<file path="src/rtl/scroll_pkg.sv">
`default_nettype none
// +----------------------------------------------------------------------------+
// | Module      : scroll_pkg                                                   |
// | Description : Shared lane geometry, register codes and sequencer states   |
// |               for the lane sequencer in front of the scrolling core.      |
// | Revision    : 1.0  initial release                                         |
// +----------------------------------------------------------------------------+
package scroll_pkg;

  localparam int LANE_COUNT  = 8;
  localparam int LANE_WIDTH  = 2;
  localparam int ROW_WIDTH   = LANE_COUNT * LANE_WIDTH;
  localparam int CORE_ADDR_W = 14;

  // Register codes inside the scrolling core
  localparam logic [1:0] CORE_LANE = 2'd0;
  localparam logic [1:0] CORE_DVSR = 2'd1;
  localparam logic [1:0] CORE_BYPS = 2'd2;
  localparam logic [1:0] CORE_DOWN = 2'd3;

  // Register codes on the CPU side of the sequencer
  localparam logic [2:0] REG_ROW  = 3'd0;
  localparam logic [2:0] REG_DVSR = 3'd1;
  localparam logic [2:0] REG_BYPS = 3'd2;
  localparam logic [2:0] REG_DOWN = 3'd3;
  localparam logic [2:0] REG_CTRL = 3'd4;
  localparam logic [2:0] REG_STAT = 3'd5;

  // Bit positions inside the ctrl register
  localparam int CTRL_RUN_BIT   = 0;
  localparam int CTRL_FLUSH_BIT = 1;
  localparam int CTRL_CLR_BIT   = 2;

  typedef enum logic [1:0] {
    IDLE = 2'd0,
    WAIT = 2'd1,
    REQ  = 2'd2
  } seq_state_t;

  // Core bus address for a given core register code
  function automatic logic [CORE_ADDR_W-1:0] core_addr_of(input logic [1:0] code);
    return {{(CORE_ADDR_W-2){1'b0}}, code};
  endfunction

endpackage
`default_nettype wire

</file>
<file path="src/rtl/lane_row_fifo.sv">
`default_nettype none
// +----------------------------------------------------------------------------+
// | Module      : lane_row_fifo                                                |
// | Description : Synchronous first-word-fall-through FIFO holding lane rows. |
// |               Flush empties it and beats any coincident push or pop.      |
// | Revision    : 1.0  initial release                                         |
// +----------------------------------------------------------------------------+
module lane_row_fifo #(
  parameter int DEPTH = 16,
  parameter int WIDTH = 16
) (
  input  logic                     clk,
  input  logic                     reset,
  input  logic                     push,
  input  logic                     pop,
  input  logic                     flush,
  input  logic [WIDTH-1:0]         wr_data,
  output logic [WIDTH-1:0]         rd_data,
  output logic                     full,
  output logic                     empty,
  output logic [$clog2(DEPTH):0]   count
);

  localparam int AW = $clog2(DEPTH);
  localparam logic [AW:0] FULL_COUNT = DEPTH[AW:0];

  logic [WIDTH-1:0] mem_q [DEPTH];
  logic [AW-1:0]    wr_ptr_q, wr_ptr_d;
  logic [AW-1:0]    rd_ptr_q, rd_ptr_d;
  logic [AW:0]      count_q, count_d;
  logic             do_push, do_pop;

  assign full    = (count_q == FULL_COUNT);
  assign empty   = (count_q == '0);
  assign count   = count_q;
  assign rd_data = mem_q[rd_ptr_q];

  // A pop frees a slot in the same cycle, so push+pop is legal when full
  assign do_pop  = pop && !empty && !flush;
  assign do_push = push && !flush && (!full || do_pop);

  // Next pointer and occupancy values
  always_comb begin
    wr_ptr_d = wr_ptr_q;
    rd_ptr_d = rd_ptr_q;
    count_d  = count_q;
    if (flush) begin
      wr_ptr_d = '0;
      rd_ptr_d = '0;
      count_d  = '0;
    end else begin
      if (do_push) wr_ptr_d = wr_ptr_q + AW'(1);
      if (do_pop)  rd_ptr_d = rd_ptr_q + AW'(1);
      case ({do_push, do_pop})
        2'b10:   count_d = count_q + (AW+1)'(1);
        2'b01:   count_d = count_q - (AW+1)'(1);
        default: count_d = count_q;
      endcase
    end
  end

  // Pointer and occupancy registers
  always_ff @(posedge clk or posedge reset) begin
    if (reset) begin
      wr_ptr_q <= '0;
      rd_ptr_q <= '0;
      count_q  <= '0;
    end else begin
      wr_ptr_q <= wr_ptr_d;
      rd_ptr_q <= rd_ptr_d;
      count_q  <= count_d;
    end
  end

  // Row storage; contents need no reset since occupancy gates every read
  always_ff @(posedge clk) begin
    if (do_push) mem_q[wr_ptr_q] <= wr_data;
  end

endmodule
`default_nettype wire

</file>
<file path="src/rtl/lane_seq_ctrl.sv">
`default_nettype none
// +----------------------------------------------------------------------------+
// | Module      : lane_seq_ctrl                                                |
// | Description : Pops one lane row every DVSR frames and writes it to the    |
// |               scrolling core; forwards CPU config writes with priority.   |
// | Revision    : 1.0  initial release                                         |
// +----------------------------------------------------------------------------+
module lane_seq_ctrl #(
  parameter int FIFO_DEPTH = 16,
  parameter int DVSR_WIDTH = 8
) (
  input  logic        clk,
  input  logic        reset,
  input  logic [10:0] x,
  input  logic [10:0] y,
  input  logic        cs,
  input  logic        write,
  input  logic        read,
  input  logic [13:0] addr,
  input  logic [31:0] wr_data,
  output logic [31:0] rd_data,
  output logic        core_cs,
  output logic        core_write,
  output logic [13:0] core_addr,
  output logic [31:0] core_wr_data
);

  import scroll_pkg::*;

  localparam int CNT_W = $clog2(FIFO_DEPTH) + 1;

  // ---------------- CPU decode ----------------
  logic [2:0] code;
  logic       wr_en, row_push, ctrl_wr, flush, clr_flags;
  logic       fwd_wr;
  logic [1:0] fwd_code;
  logic       unused_addr;

  assign code        = addr[2:0];
  assign unused_addr = ^addr[13:3];
  assign wr_en       = cs & write;
  assign row_push    = wr_en && (code == REG_ROW);
  assign ctrl_wr     = wr_en && (code == REG_CTRL);
  assign flush       = ctrl_wr && wr_data[CTRL_FLUSH_BIT];
  assign clr_flags   = ctrl_wr && wr_data[CTRL_CLR_BIT];

  // Map CPU config codes onto the core register they are forwarded to
  always_comb begin
    fwd_wr   = 1'b0;
    fwd_code = CORE_LANE;
    if (wr_en) begin
      case (code)
        REG_DVSR: begin fwd_wr = 1'b1; fwd_code = CORE_DVSR; end
        REG_BYPS: begin fwd_wr = 1'b1; fwd_code = CORE_BYPS; end
        REG_DOWN: begin fwd_wr = 1'b1; fwd_code = CORE_DOWN; end
        default:  ;
      endcase
    end
  end

  // ---------------- Registers ----------------
  seq_state_t            state_q, state_d;
  logic                  run_q, run_d;
  logic [DVSR_WIDTH-1:0] dvsr_q, dvsr_d;
  logic [DVSR_WIDTH-1:0] frame_cnt_q, frame_cnt_d;
  logic                  origin_q, origin_d;
  logic [ROW_WIDTH-1:0]  row_q, row_d;
  logic                  overflow_q, overflow_d;
  logic                  underrun_q, underrun_d;
  logic                  core_cs_q, core_cs_d;
  logic                  core_write_q, core_write_d;
  logic [13:0]           core_addr_q, core_addr_d;
  logic [31:0]           core_wr_data_q, core_wr_data_d;

  assign run_d  = ctrl_wr ? wr_data[CTRL_RUN_BIT] : run_q;
  assign dvsr_d = (wr_en && (code == REG_DVSR)) ? wr_data[DVSR_WIDTH-1:0] : dvsr_q;

  // ---------------- Row FIFO ----------------
  logic                 fifo_pop, fifo_full, fifo_empty;
  logic [CNT_W-1:0]     fifo_count;
  logic [ROW_WIDTH-1:0] fifo_rd_data;

  lane_row_fifo #(
    .DEPTH (FIFO_DEPTH),
    .WIDTH (ROW_WIDTH)
  ) u_fifo (
    .clk     (clk),
    .reset   (reset),
    .push    (row_push),
    .pop     (fifo_pop),
    .flush   (flush),
    .wr_data (wr_data[ROW_WIDTH-1:0]),
    .rd_data (fifo_rd_data),
    .full    (fifo_full),
    .empty   (fifo_empty),
    .count   (fifo_count)
  );

  // ---------------- Frame tick and divider ----------------
  logic                  at_origin, tick, advance;
  logic [DVSR_WIDTH-1:0] dvsr_limit;

  assign at_origin  = (x == '0) && (y == '0);
  assign origin_d   = at_origin;
  assign tick       = at_origin && !origin_q;
  assign dvsr_limit = (dvsr_q == '0) ? '0 : dvsr_q - DVSR_WIDTH'(1);

  // Count frame ticks while running; >= keeps a shrunk divider from overrunning
  always_comb begin
    frame_cnt_d = frame_cnt_q;
    advance     = 1'b0;
    if (!run_q) begin
      frame_cnt_d = '0;
    end else if (tick) begin
      if (frame_cnt_q >= dvsr_limit) begin
        advance     = 1'b1;
        frame_cnt_d = '0;
      end else begin
        frame_cnt_d = frame_cnt_q + DVSR_WIDTH'(1);
      end
    end
  end

  // ---------------- Sequencer and core bus arbitration ----------------
  logic underrun_set, overflow_set, grant;

  // Next sequencer state and core bus; a forward always wins the bus
  always_comb begin
    state_d        = state_q;
    row_d          = row_q;
    fifo_pop       = 1'b0;
    underrun_set   = 1'b0;
    grant          = 1'b0;
    core_cs_d      = 1'b0;
    core_write_d   = 1'b0;
    core_addr_d    = '0;
    core_wr_data_d = '0;

    if (fwd_wr) begin
      core_cs_d      = 1'b1;
      core_write_d   = 1'b1;
      core_addr_d    = core_addr_of(fwd_code);
      core_wr_data_d = wr_data;
    end else if (run_q && (state_q == REQ)) begin
      grant          = 1'b1;
      core_cs_d      = 1'b1;
      core_write_d   = 1'b1;
      core_addr_d    = core_addr_of(CORE_LANE);
      core_wr_data_d = {{(32-ROW_WIDTH){1'b0}}, row_q};
    end

    if (!run_q) begin
      state_d = IDLE;
    end else begin
      case (state_q)
        IDLE: state_d = WAIT;
        WAIT: begin
          if (advance) begin
            fifo_pop     = !fifo_empty;
            row_d        = fifo_empty ? '0 : fifo_rd_data;
            underrun_set = fifo_empty;
            state_d      = REQ;
          end
        end
        REQ:     if (grant) state_d = WAIT;
        default: state_d = IDLE;
      endcase
    end
  end

  // Sticky flags: a set in the same cycle as a clear survives
  assign overflow_set = row_push && fifo_full && !fifo_pop && !flush;
  assign overflow_d   = (overflow_q && !clr_flags) || overflow_set;
  assign underrun_d   = (underrun_q && !clr_flags) || underrun_set;

  // State, configuration, flags and the registered core bus
  always_ff @(posedge clk or posedge reset) begin
    if (reset) begin
      state_q        <= IDLE;
      run_q          <= 1'b0;
      dvsr_q         <= '0;
      frame_cnt_q    <= '0;
      origin_q       <= 1'b0;
      row_q          <= '0;
      overflow_q     <= 1'b0;
      underrun_q     <= 1'b0;
      core_cs_q      <= 1'b0;
      core_write_q   <= 1'b0;
      core_addr_q    <= '0;
      core_wr_data_q <= '0;
    end else begin
      state_q        <= state_d;
      run_q          <= run_d;
      dvsr_q         <= dvsr_d;
      frame_cnt_q    <= frame_cnt_d;
      origin_q       <= origin_d;
      row_q          <= row_d;
      overflow_q     <= overflow_d;
      underrun_q     <= underrun_d;
      core_cs_q      <= core_cs_d;
      core_write_q   <= core_write_d;
      core_addr_q    <= core_addr_d;
      core_wr_data_q <= core_wr_data_d;
    end
  end

  assign core_cs      = core_cs_q;
  assign core_write   = core_write_q;
  assign core_addr    = core_addr_q;
  assign core_wr_data = core_wr_data_q;

  // ---------------- Status read ----------------
  logic [4:0]  count5;
  logic [31:0] status;

  assign count5  = 5'(fifo_count);
  assign status  = {19'd0, run_q, underrun_q, overflow_q, fifo_full, fifo_empty, 3'd0, count5};
  assign rd_data = (cs && read && (code == REG_STAT)) ? status : 32'd0;

endmodule
`default_nettype wire

</file>
<file path="config.mk">
export PLATFORM = sky130hd
export DESIGN_NAME = lane_seq_ctrl
export DESIGN_NICKNAME = d
export VERILOG_FILES = /design/src/rtl/scroll_pkg.sv /design/src/rtl/lane_row_fifo.sv /design/src/rtl/lane_seq_ctrl.sv
export SDC_FILE = /design/constraint.sdc
export NUM_CORES = 1
export LEC_CHECK = 0
export CAP_MARGIN = 10
export CORE_MARGIN = 4
export CORE_UTILIZATION = 30
export CTS_CLUSTER_DIAMETER = 30
export CTS_CLUSTER_SIZE = 8
export DETAILED_ROUTE_END_ITERATION = 10
export GPL_TIMING_DRIVEN = 0
export MAX_ROUTING_LAYER = met4
export PLACE_DENSITY_LB_ADDON = 0.05
export SYNTH_ARGS = -nofsm -noshare
export SYNTH_HDL_FRONTEND = slang
export SYNTH_SLANG_ARGS = --single-unit
</file>
<file path="constraint.sdc">
create_clock -name clk -period 4.7 [get_ports clk]
set_clock_uncertainty 0.05 [all_clocks]
set_input_delay 0.47 -clock clk [delete_from_list [all_inputs] [get_ports clk]]
set_output_delay 0.47 -clock clk [all_outputs]
set_load 0.05 [all_outputs]
</file>
After elaboration in Yosys (flattened, before gate mapping). Memory sizes are Yosys's and may differ from the RTL's. Cells that the tools add are included.

Add/sub/neg operators: 6. Multiply operators: 0. Divide/modulo/power cells: 0. Magnitude comparators: 1. Equality and inequality tests: 13. Shifts and indexed selects: 0. Mux-type cells: 37. Bitwise gates (word level): 1. Reduce and logical (&&, ||, !) cells: 40.

Operators by type and width (number): $mux W16 (2); $mux W32 (1); $mux W8 (4); $logic_not A11 Y1 (2); $logic_and A1 B1 Y1 (19); $mux W1 (16); $mux W4 (4); $mux W13 (1); $pmux W2 S3 (2); $mux W2 (5); $pmux W5 S2 (1); $add A4 B1 Y4 const B (2); $add A8 B1 Y8 const B (1); $ge A8 B8 Y1 (1); $logic_not A8 Y1 (1); $sub A8 B1 Y8 const B (1); $eq A3 B2 Y1 const B (2); $eq A3 B3 Y1 const B (2); $logic_not A1 Y1 (6); $ne A3 B3 Y1 const B (2); $add A5 B1 Y5 const B (1); $eq A5 B5 Y1 const B (1); $logic_not A5 Y1 (1); $mux W5 (1); 14 further kinds (19).

Flip-flop bits (word level): 98. Bits in latches: 0. Bits in writable memories: 256. ROM bits: 0. Input bits: 73. Output and inout bits: 80. Memories kept: 1.

Memories: u_fifo.mem_q (words 16, width 16, read ports 1, clocked after Yosys merged registers in 0, write ports 1, line lane_row_fifo.sv:27) `logic [WIDTH-1:0] mem_q [DEPTH];`.

Depth between registers and ports, before layout. Gate-level depths: netlist of the first run.

Depth in word-level cells: 16. Depth in mapped cells: 20. Gate-level depth less buffers: 19.

Cells and area by module. Synthesis of the first run repeated with hierarchy kept, for this count alone.

Cell total of the unflattened synthesis: 873. Area total of the unflattened synthesis: 14328.7 um^2.

Modules (own cells, without submodules): lane_row_fifo (instances 1, cells an instance 512, area an instance 10590.2 um^2, seq. area each 8012.7 um^2); lane_seq_ctrl (instances 1, cells an instance 361, area an instance 3738.6 um^2, seq. area each 1826.8 um^2).

Worst setup path after synthesis of the first run. Ideal clock, no wire load.

Path type: reg2reg. Start: register dvsr_q[3]. End: register u_fifo.count_q[4] (netlist: u_fifo.count[4]). Setup time: 94 ps. Arrival: 4044 ps. Data required time: 4556 ps. Path slack: 512 ps. Stages on the path, launching flop included: 20. Clock period less this slack: 4188 ps. Cell sequence: dfrtp_1 > nor4_1 > nand2_1 > or3_1 > and2_1 > ha_1 > and3_1 > o21ai_0 > a31o_2 > clkbuf_1 > a211oi_1 > nand3_1 > inv_1 > ha_1 > nor2b_1 > o21ai_0 > nand3b_1 > a2111oi_0 > a211oi_1 > a211oi_1.

Word-level cells in the longest chain between the ends: 16. Elaborated cells between the ends (all ways): 19. Classes of those cells: add/sub (1); order compare (1); eq/ne (2); mux (9); reduce/logical (6).

Ends and longest elaborated chain: from (decl) (line lane_seq_ctrl.sv:64) `logic [DVSR_WIDTH-1:0] dvsr_q, dvsr_d;`; from (signal assigned) (line lane_seq_ctrl.sv:194) `dvsr_q <= dvsr_d;`; $sub A8 B1 Y8 / $logic_not A8 Y1 (equally long branches) (line lane_seq_ctrl.sv:106) `assign dvsr_limit = (dvsr_q == '0) ? '0 : dvsr_q - DVSR_WIDTH'(1);`; $mux W8 * (line lane_seq_ctrl.sv:106); $ge A8 B8 Y1 * (line lane_seq_ctrl.sv:115) `if (frame_cnt_q >= dvsr_limit) begin`; $mux W1 * (line lane_seq_ctrl.sv:115); $mux W1 * (line lane_seq_ctrl.sv:114) `end else if (tick) begin`; $mux W1 * (line lane_seq_ctrl.sv:112) `if (!run_q) begin`; $mux W1 * (line lane_seq_ctrl.sv:158) `if (advance) begin`; $mux W1 * (line lane_seq_ctrl.sv:155) `case (state_q)`; $mux W1 * (line lane_seq_ctrl.sv:152) `if (!run_q) begin`; $logic_and A1 B1 Y1 * (2 in series) (line lane_row_fifo.sv:39) `assign do_pop = pop && !empty && !flush;`; $logic_or A1 B1 Y1 (line lane_row_fifo.sv:40) `assign do_push = push && !flush && (!full || do_pop);`; $logic_and A1 B1 Y1 (line lane_row_fifo.sv:40); $eq A2 B1 Y1 / $eq A2 B2 Y1 (equally long branches) (line lane_row_fifo.sv:54) `case ({do_push, do_pop})`; $pmux W5 S2 (line lane_row_fifo.sv:54); $mux W5 (line lane_row_fifo.sv:47) `if (flush) begin`; to (signal assigned) (line lane_row_fifo.sv:71) `count_q <= count_d;`; to (decl) (line lane_row_fifo.sv:30) `logic [AW:0] count_q, count_d;`.

Every way passes the cells marked *; elsewhere a longest branch is shown, timed or not. A chain may end at the register's enable or synchronous reset.

Final worst setup path of the first run.
Start: register dvsr_q[0]. End: memory u_fifo.mem_q[2][0] (enable).

Word-level cells in the longest chain between the ends: 15. Elaborated cells between the ends (all ways): 16. Classes of those cells: add/sub (1); order compare (1); mux (9); reduce/logical (5).

Ends and longest elaborated chain: $sub A8 B1 Y8 / $logic_not A8 Y1 (equally long branches) (line lane_seq_ctrl.sv:106); $mux W8 * (line lane_seq_ctrl.sv:106); $ge A8 B8 Y1 * (line lane_seq_ctrl.sv:115); $mux W1 * (line lane_seq_ctrl.sv:115); $mux W1 * (line lane_seq_ctrl.sv:114); $mux W1 * (line lane_seq_ctrl.sv:112); $mux W1 * (line lane_seq_ctrl.sv:158); $mux W1 * (line lane_seq_ctrl.sv:155); $mux W1 * (line lane_seq_ctrl.sv:152); $logic_and A1 B1 Y1 * (2 in series) (line lane_row_fifo.sv:39); $logic_or A1 B1 Y1 * (line lane_row_fifo.sv:40); $logic_and A1 B1 Y1 * (line lane_row_fifo.sv:40); $mux W1 * (line lane_row_fifo.sv:77) `if (do_push) mem_q[wr_ptr_q] <= wr_data;`; $mux W1 (implied by the code) * (line lane_row_fifo.sv:77); to (decl) (line lane_row_fifo.sv:27).

Marks and branches as above.

==> results of run 1 <==
-- area by class of cell --
class                           instances  area, um2
Sequential cell                       342       9840
Buffer                                 74        437
Clock buffer                          114       2430
Clock inverter                         53        621
Tap cell                              607        759
Multi-Input combinational cell        458       4100
Inverter                               12       47.5
Timing Repair Buffer                  115       1250
Fill cell                            4271      27300
-- worst paths after layout --
kind | depth (start not counted) | to | slack, ns
min in group clk | 2 | core_wr_data[20] | 0.37
max reg2reg | 12 | u_fifo.mem_q[2][0] | 0.31
max in group asynchronous | 3 | u_fifo.wr_ptr_q[2] | 3.77
max | 12 | u_fifo.mem_q[2][0] | 0.31
min reg2reg | 2 | row_q[9] | 0.41
min | 2 | row_q[10] | 0.17
-- stage by stage --
step | hold WS (ns) | instance area [um2] | util
2_1_floorplan | 0.389 | 14400 | -
3_3_place_gp | 0.401 | 16200 | 0.347
3_5_place_dp | 0.405 | 16400 | 0.350
4_1_cts | 0.149 | 19400 | 0.415
5_1_grt | 0.181 | 19500 | 0.417
6_report | 0.169 | 19500 | 0.417
-- where the power goes --
part           internal [W]  switching [W]
Sequential          0.00331      0.0000483
Combinational      0.000196       0.000345
Clock               0.00424        0.00182
Total               0.00775        0.00221
-- state kept, by name, indices dropped and copies added, names as in the netlist --
| signal | cells |
|---|---|
| core_addr | 2 |
| core_wr_data | 32 |
| core_write | 1 |
| dvsr_q | 8 |
| frame_cnt_q | 8 |
| origin_q | 1 |
| overflow_q | 1 |
| row_q | 16 |
| run_q | 1 |
| state_q | 2 |
| u_fifo.count | 5 |
| u_fifo.mem_q | 256 |
| u_fifo.rd_ptr_q | 4 |
| u_fifo.wr_ptr_q | 4 |
| underrun_q | 1 |
-- critical path, stage by stage (launching register included) --
cell                       delay [ns]
sky130_fd_sc_hd__dfrtp_1         0.40
sky130_fd_sc_hd__inv_1           0.12
sky130_fd_sc_hd__ha_1            0.25
sky130_fd_sc_hd__nand2_1         0.11
sky130_fd_sc_hd__or3_4           0.37
sky130_fd_sc_hd__and2_1          0.17
sky130_fd_sc_hd__ha_1            0.26
sky130_fd_sc_hd__and3_1          0.13
sky130_fd_sc_hd__o21ai_0         0.07
sky130_fd_sc_hd__a31o_2          0.28
sky130_fd_sc_hd__a2111o_1        0.47
sky130_fd_sc_hd__a211oi_2        0.30
sky130_fd_sc_hd__and2_1          0.99
-- cells in the final DEF (no fill, tap or decap), drive strengths merged, types with 3 or more instances in the layout --
master,n
a211o,4
a211oi,7
a21o,4
a21oi,12
and2,41
and3,4
and4,6
buf,60
bufinv,11
clkbuf,136
clkdlybuf4s50,107
clkinv,34
clkinvlp,4
conb,34
dfrtp,86
edfxtp,256
ha,18
inv,16
mux2,7
mux2i,8
mux4,80
nand2,98
nand2b,7
nand3,27
nand3b,4
nand4,4
nor2,12
nor3,9
nor3b,4
nor4,8
o211ai,4
o21ai,27
or3,3
xnor2,3
xor2,4
-- logic make-up after synthesis --
| family | after synthesis |
|---|---|
| buf+inv | 86 |
| compound gates | 69 |
| mux | 95 |
| simple gates | 234 |
| fa+ha+maj | 19 |
| xor+xnor | 7 |
| other cells | 1 |
| flops | 342 |
-- metal layers --
metal  routed length [um]  vias up
met5                    0        -
met4                  994        0
met3                 2290       75
met2                18500      257
met1                18700     4180
li1                     -     3749
==> results_dict.tcl, run 1 <==
set metrics [dict create \
    run_status "completed" \
    synth_mux_area_frac 0.138 \
    drive_gt1_frac 0.259 \
    flow.area_growth_from_synthesis_pct 36.8 \
    postRouteWirelength_mm 40.4 \
    vias 8261 \
    asr_flop_ratio_synth 0.251 \
    main_combinational_cell_family_by_area_after_synthesis "multiplexers" \
    floorplan.io_pins 153 \
    grt_pass1_wl_mm 58.1 \
    drv_slew 0 \
    layout_min_cycle_time_ns 4.39 \
    placed_cells_incl_taps 1606 \
    cts.path.max_buffers 3 \
    synth_largest_area_cell "sky130_fd_sc_hd__edfxtp_1" \
    finalNonFillerCells 1775 \
    type_of_the_worst_min_delay_path "input port to async pin" \
    synth_largest_type_area_fraction 0.539 \
    grt_start_max_net_pins 59 \
    insertion_delay_ns 0.60 \
    synth_compound_gate_area_share 0.0320 \
    die_h_um 226 \
    cp.arrival_ns 4.54 \
    synth_enable_flop_cells 256 \
    r2r_start "dvsr_q[0]" \
    worstMarginPinSlew_ns 1.24 \
    cts_tree "yes" \
    setup.worst_path.start "dvsr_q[0]" \
    met3_usage 0.0429 \
    antenna_cells 0 \
    detail_route.wl_per_cell_um 22.8 \
    tns_setup_ns 0 \
    cellLeakagePower_nw 7.21 \
    dieArea_mm2 0.0511 \
    required_ns 4.85 \
    layout_setup_ws_ns 0.313 \
    globalplace.congestion 0.724 \
    power.ir.vdd_worst_mv 0.237 \
    netlist_area_mm2 0.0142 \
    cts_post_setup_buffers_inserted 0 \
    first_global_vias 8496 \
    hold_viol 0 \
    synth_top_cells_by_count "256 x sky130_fd_sc_hd__edfxtp_1, 98 x sky130_fd_sc_hd__nand2_1, 86 x sky130_fd_sc_hd__dfrtp_1" \
    critPathMaxFanout 16 \
    grt_remaining_overflow 0 \
    grt_util_overall 0.163 \
    cts_num_sinks 342 \
    die_w_um 226 \
    drt-initial-drc-count 600 \
    detailed_place_hpwl_mm 25.3 \
    synth-simple-area-share 0.0835 \
    cp-end-kind "flip-flop" \
    slew_headroom 0.172 \
    drc_violation_count_after_routing 0 \
    avgSynthCellArea_um2 16.7 \
    ant_nets 0 \
    clock_tree.htree_level_count 3 \
    tritoncts.num_buffers 91 \
    postSynthCellCount 853 \
    core_box_area_mm2 0.0468 \
    synth_seq_area_share 0.690 \
    clock_tree.root_cell "sky130_fd_sc_hd__clkbuf_16" \
    synth.top_cells.by_area "sky130_fd_sc_hd__edfxtp_1 54%, sky130_fd_sc_hd__dfrtp_1 15%, sky130_fd_sc_hd__mux4_2 13%" \
    power_w 0.00996 \
    period_share 0.933 \
    met1_resource_use_gr 0.220 \
    synth_xor_area_frac 0.00430 \
    io_buffers 107 \
    global_route.usage.met2 0.242 \
    maximum_frequency_from_static_timing_analysis_ghz 0.228 \
    setup_repair_after_global_routing_missed_its_margin "false" \
    startpoint_type "flip-flop" \
    yosys_warnings 0 \
    antenna_found_initial 0 \
    detailedRoute.firstPassIterationCount 5 \
    post_cts_resize_count 3 \
    clk_transition_reported_paths_ns 0.04 \
    setup.worst_path.class "flip-flop to flip-flop" \
    globalRoute.busiestLayer "met2" \
    synthesized_flop_and_latch_total 342 \
    holdBufCountCts 0 \
    ys.flop_type "sky130_fd_sc_hd__edfxtp_1" \
    minimum_setup_slack_after_placement_ns -0.235 \
    cellPowerDensity_mw_per_mm2 511 \
    rows 79 \
    effective_utilization_at_floorplan 0.305 \
    adder_cell_share_of_the_synthesized_area 0.0172 \
    synthMostInstantiatedCell "sky130_fd_sc_hd__edfxtp_1" \
    ys_types 54 \
    vias_per_cell 4.65 \
    num-nets-final 1186 \
    maxCapViolCount 0 \
    finalSetupViolations 0 \
]
Note: power is estimated with default switching activity, not from simulation.
==> inputs of run 2 (changes only) <==
Settings changed: TNS_END_PERCENT set to 5.
==> results_dict.tcl, run 2 (synthesized netlist as in run 1, its figures left out) <==
set metrics [dict create \
    run_status "completed" \
    antenna_cells 0 \
    insertion_delay_ns 0.60 \
    antenna_found_initial 0 \
    globalplace.congestion 0.724 \
    most_common_cell_after_layout_fill_and_taps_aside "sky130_fd_sc_hd__edfxtp_1" \
    layout_min_cycle_time_ns 4.41 \
    dieArea_mm2 0.0511 \
    cellPowerDensity_mw_per_mm2 511 \
    critical_path_cell_with_the_highest_stage_delay "sky130_fd_sc_hd__and2_1" \
    vias_per_cell 4.65 \
    finalNonFillerCells 1775 \
    maximum_frequency_from_static_timing_analysis_ghz 0.227 \
    drt-initial-drc-count 615 \
    cellLeakagePower_nw 7.20 \
    clock_tree.root_cell "sky130_fd_sc_hd__clkbuf_16" \
    grt_start_max_net_pins 59 \
    holdBufCountCts 0 \
    core_box_area_mm2 0.0468 \
    dpl-instance-area_mm2 0.0164 \
    flow.area_growth_from_synthesis_pct 36.8 \
    num-nets-final 1186 \
    effective_utilization_at_floorplan 0.305 \
    grt_remaining_overflow 0 \
    detailed_place_hpwl_mm 25.3 \
    globalRoute.busiestLayer "met2" \
    grt_util_overall 0.163 \
    first_global_vias 8496 \
    critPathMaxFanout 16 \
    cp-end-kind "flip-flop" \
    vias 8260 \
    clk_transition_reported_paths_ns 0.04 \
    slew_headroom 0.169 \
    cp_slowest_stage_delay_ns 1.01 \
    layout_setup_ws_ns 0.288 \
    setup.worst_path.class "flip-flop to flip-flop" \
    global_route.usage.met2 0.242 \
    startpoint_type "flip-flop" \
    path_cells "inv_1, ha_1, nand2_1, or3_4, and2_1, ha_1, and3_1, o21ai_0, a31o_2, a2111o_1, a211oi_2, and2_1" \
    clock_tree.htree_level_count 3 \
    cts_num_sinks 342 \
    hold_viol 0 \
    period_share 0.939 \
    cts_tree "yes" \
    largest_reg_flops 256 \
    power.ir.vdd_worst_mv 0.238 \
    cp.arrival_ns 4.56 \
    ant_nets 0 \
    drv_slew 0 \
    finalInstanceArea_mm2 0.0195 \
    detail_route.wl_per_cell_um 22.8 \
    die_w_um 226 \
    rows 79 \
    tritoncts.num_buffers 91 \
    placed_cells_incl_taps 1606 \
    maxCapViolCount 0 \
    most_frequent_cells_in_the_layout "256 x sky130_fd_sc_hd__edfxtp_1, 107 x sky130_fd_sc_hd__clkdlybuf4s50_1, 98 x sky130_fd_sc_hd__nand2_1" \
    grt_pass1_wl_mm 58.1 \
    largest-register "u_fifo.mem_q" \
    met3_usage 0.0429 \
    drive_gt1_frac 0.257 \
    finalHoldWorstSlack_ns 0.170 \
    detailedRoute.firstPassIterationCount 5 \
    cts.path.max_buffers 3 \
    worstMarginPinSlew_ns 1.25 \
    floorplan.io_pins 153 \
    type_of_the_worst_min_delay_path "input port to async pin" \
    postRouteWirelength_mm 40.4 \
    setup_repair_after_global_routing_missed_its_margin "false" \
    cts_post_setup_buffers_inserted 0 \
    io_buffers 107 \
    finalSetupViolations 0 \
    die_h_um 226 \
    met1_resource_use_gr 0.220 \
    minimum_setup_slack_after_placement_ns -0.235 \
    drc_violation_count_after_routing 0 \
    required_ns 4.85 \
]
[run 2: cell count changes in the layout (fill, tap and decap cells not counted)]
cell / before / now
sky130_fd_sc_hd__and2_2: 7 / 4
sky130_fd_sc_hd__and2_1: 34 / 37
[run 2: final cells by class]
type,instances,area [um2]
fill,4273,27300
sequential,342,9840
multi-input combinational,458,4100
clock buffer,114,2430
timing repair buffer,115,1250
tap,607,759
clock inverter,53,621
buffer,74,437
inverter,12,47.5
[run 2: critical path, delay by kind of cell, from the launching register on]
family | cells | cell delay, ns
and+or+nand+nor | 5 | 1.79
DFF | 1 | 0.40
buffers and inverters | 1 | 0.12
adders and majority gates | 2 | 0.51
AOI/OAI and AO/OA | 4 | 1.14
[run 2: metrics by stage]
step / TNS (ns) / power, W / utilization
2_1_floorplan: 0 / 0.00373 / -
3_3_place_gp: -1.87 / 0.00394 / 0.347
3_5_place_dp: -1.19 / 0.00395 / 0.350
4_1_cts: 0 / 0.0101 / 0.415
5_1_grt: 0 / 0.0103 / 0.417
6_report: 0 / 0.00995 / 0.417
[run 2: repair_timing]
action	4_1_cts	5_1_grt
gates resized for setup	3	9
cloned	0	0
pin swaps	0	0
setup endpoints to repair	31	161
[run 2: power breakdown]
| group | switching, W | internal, W |
|---|---|---|
| combinational | 0.000344 | 0.000196 |
| clock | 0.00181 | 0.00424 |
| sequential | 0.0000482 | 0.00331 |
[run 2: per-layer routing]
metal	vias to the layer above	share of wire
met5	-	0
met4	0	0.024
met3	71	0.059
met2	264	0.46
met1	4180	0.46
li1	3745	-
[run 2: worst paths after layout]
kind                              from                   to  slack [ns]  cells past startpoint
max in group asynchronous        reset   u_fifo.wr_ptr_q[2]        3.77                      3
min reg2reg                   row_q[9]             row_q[9]        0.41                      2
max reg2reg                  dvsr_q[0]  u_fifo.mem_q[9][13]        0.29                     12
min                              reset            row_q[10]        0.17                      2
min in group clk           wr_data[20]     core_wr_data[20]        0.38                      2
max                          dvsr_q[0]  u_fifo.mem_q[9][13]        0.29                     12
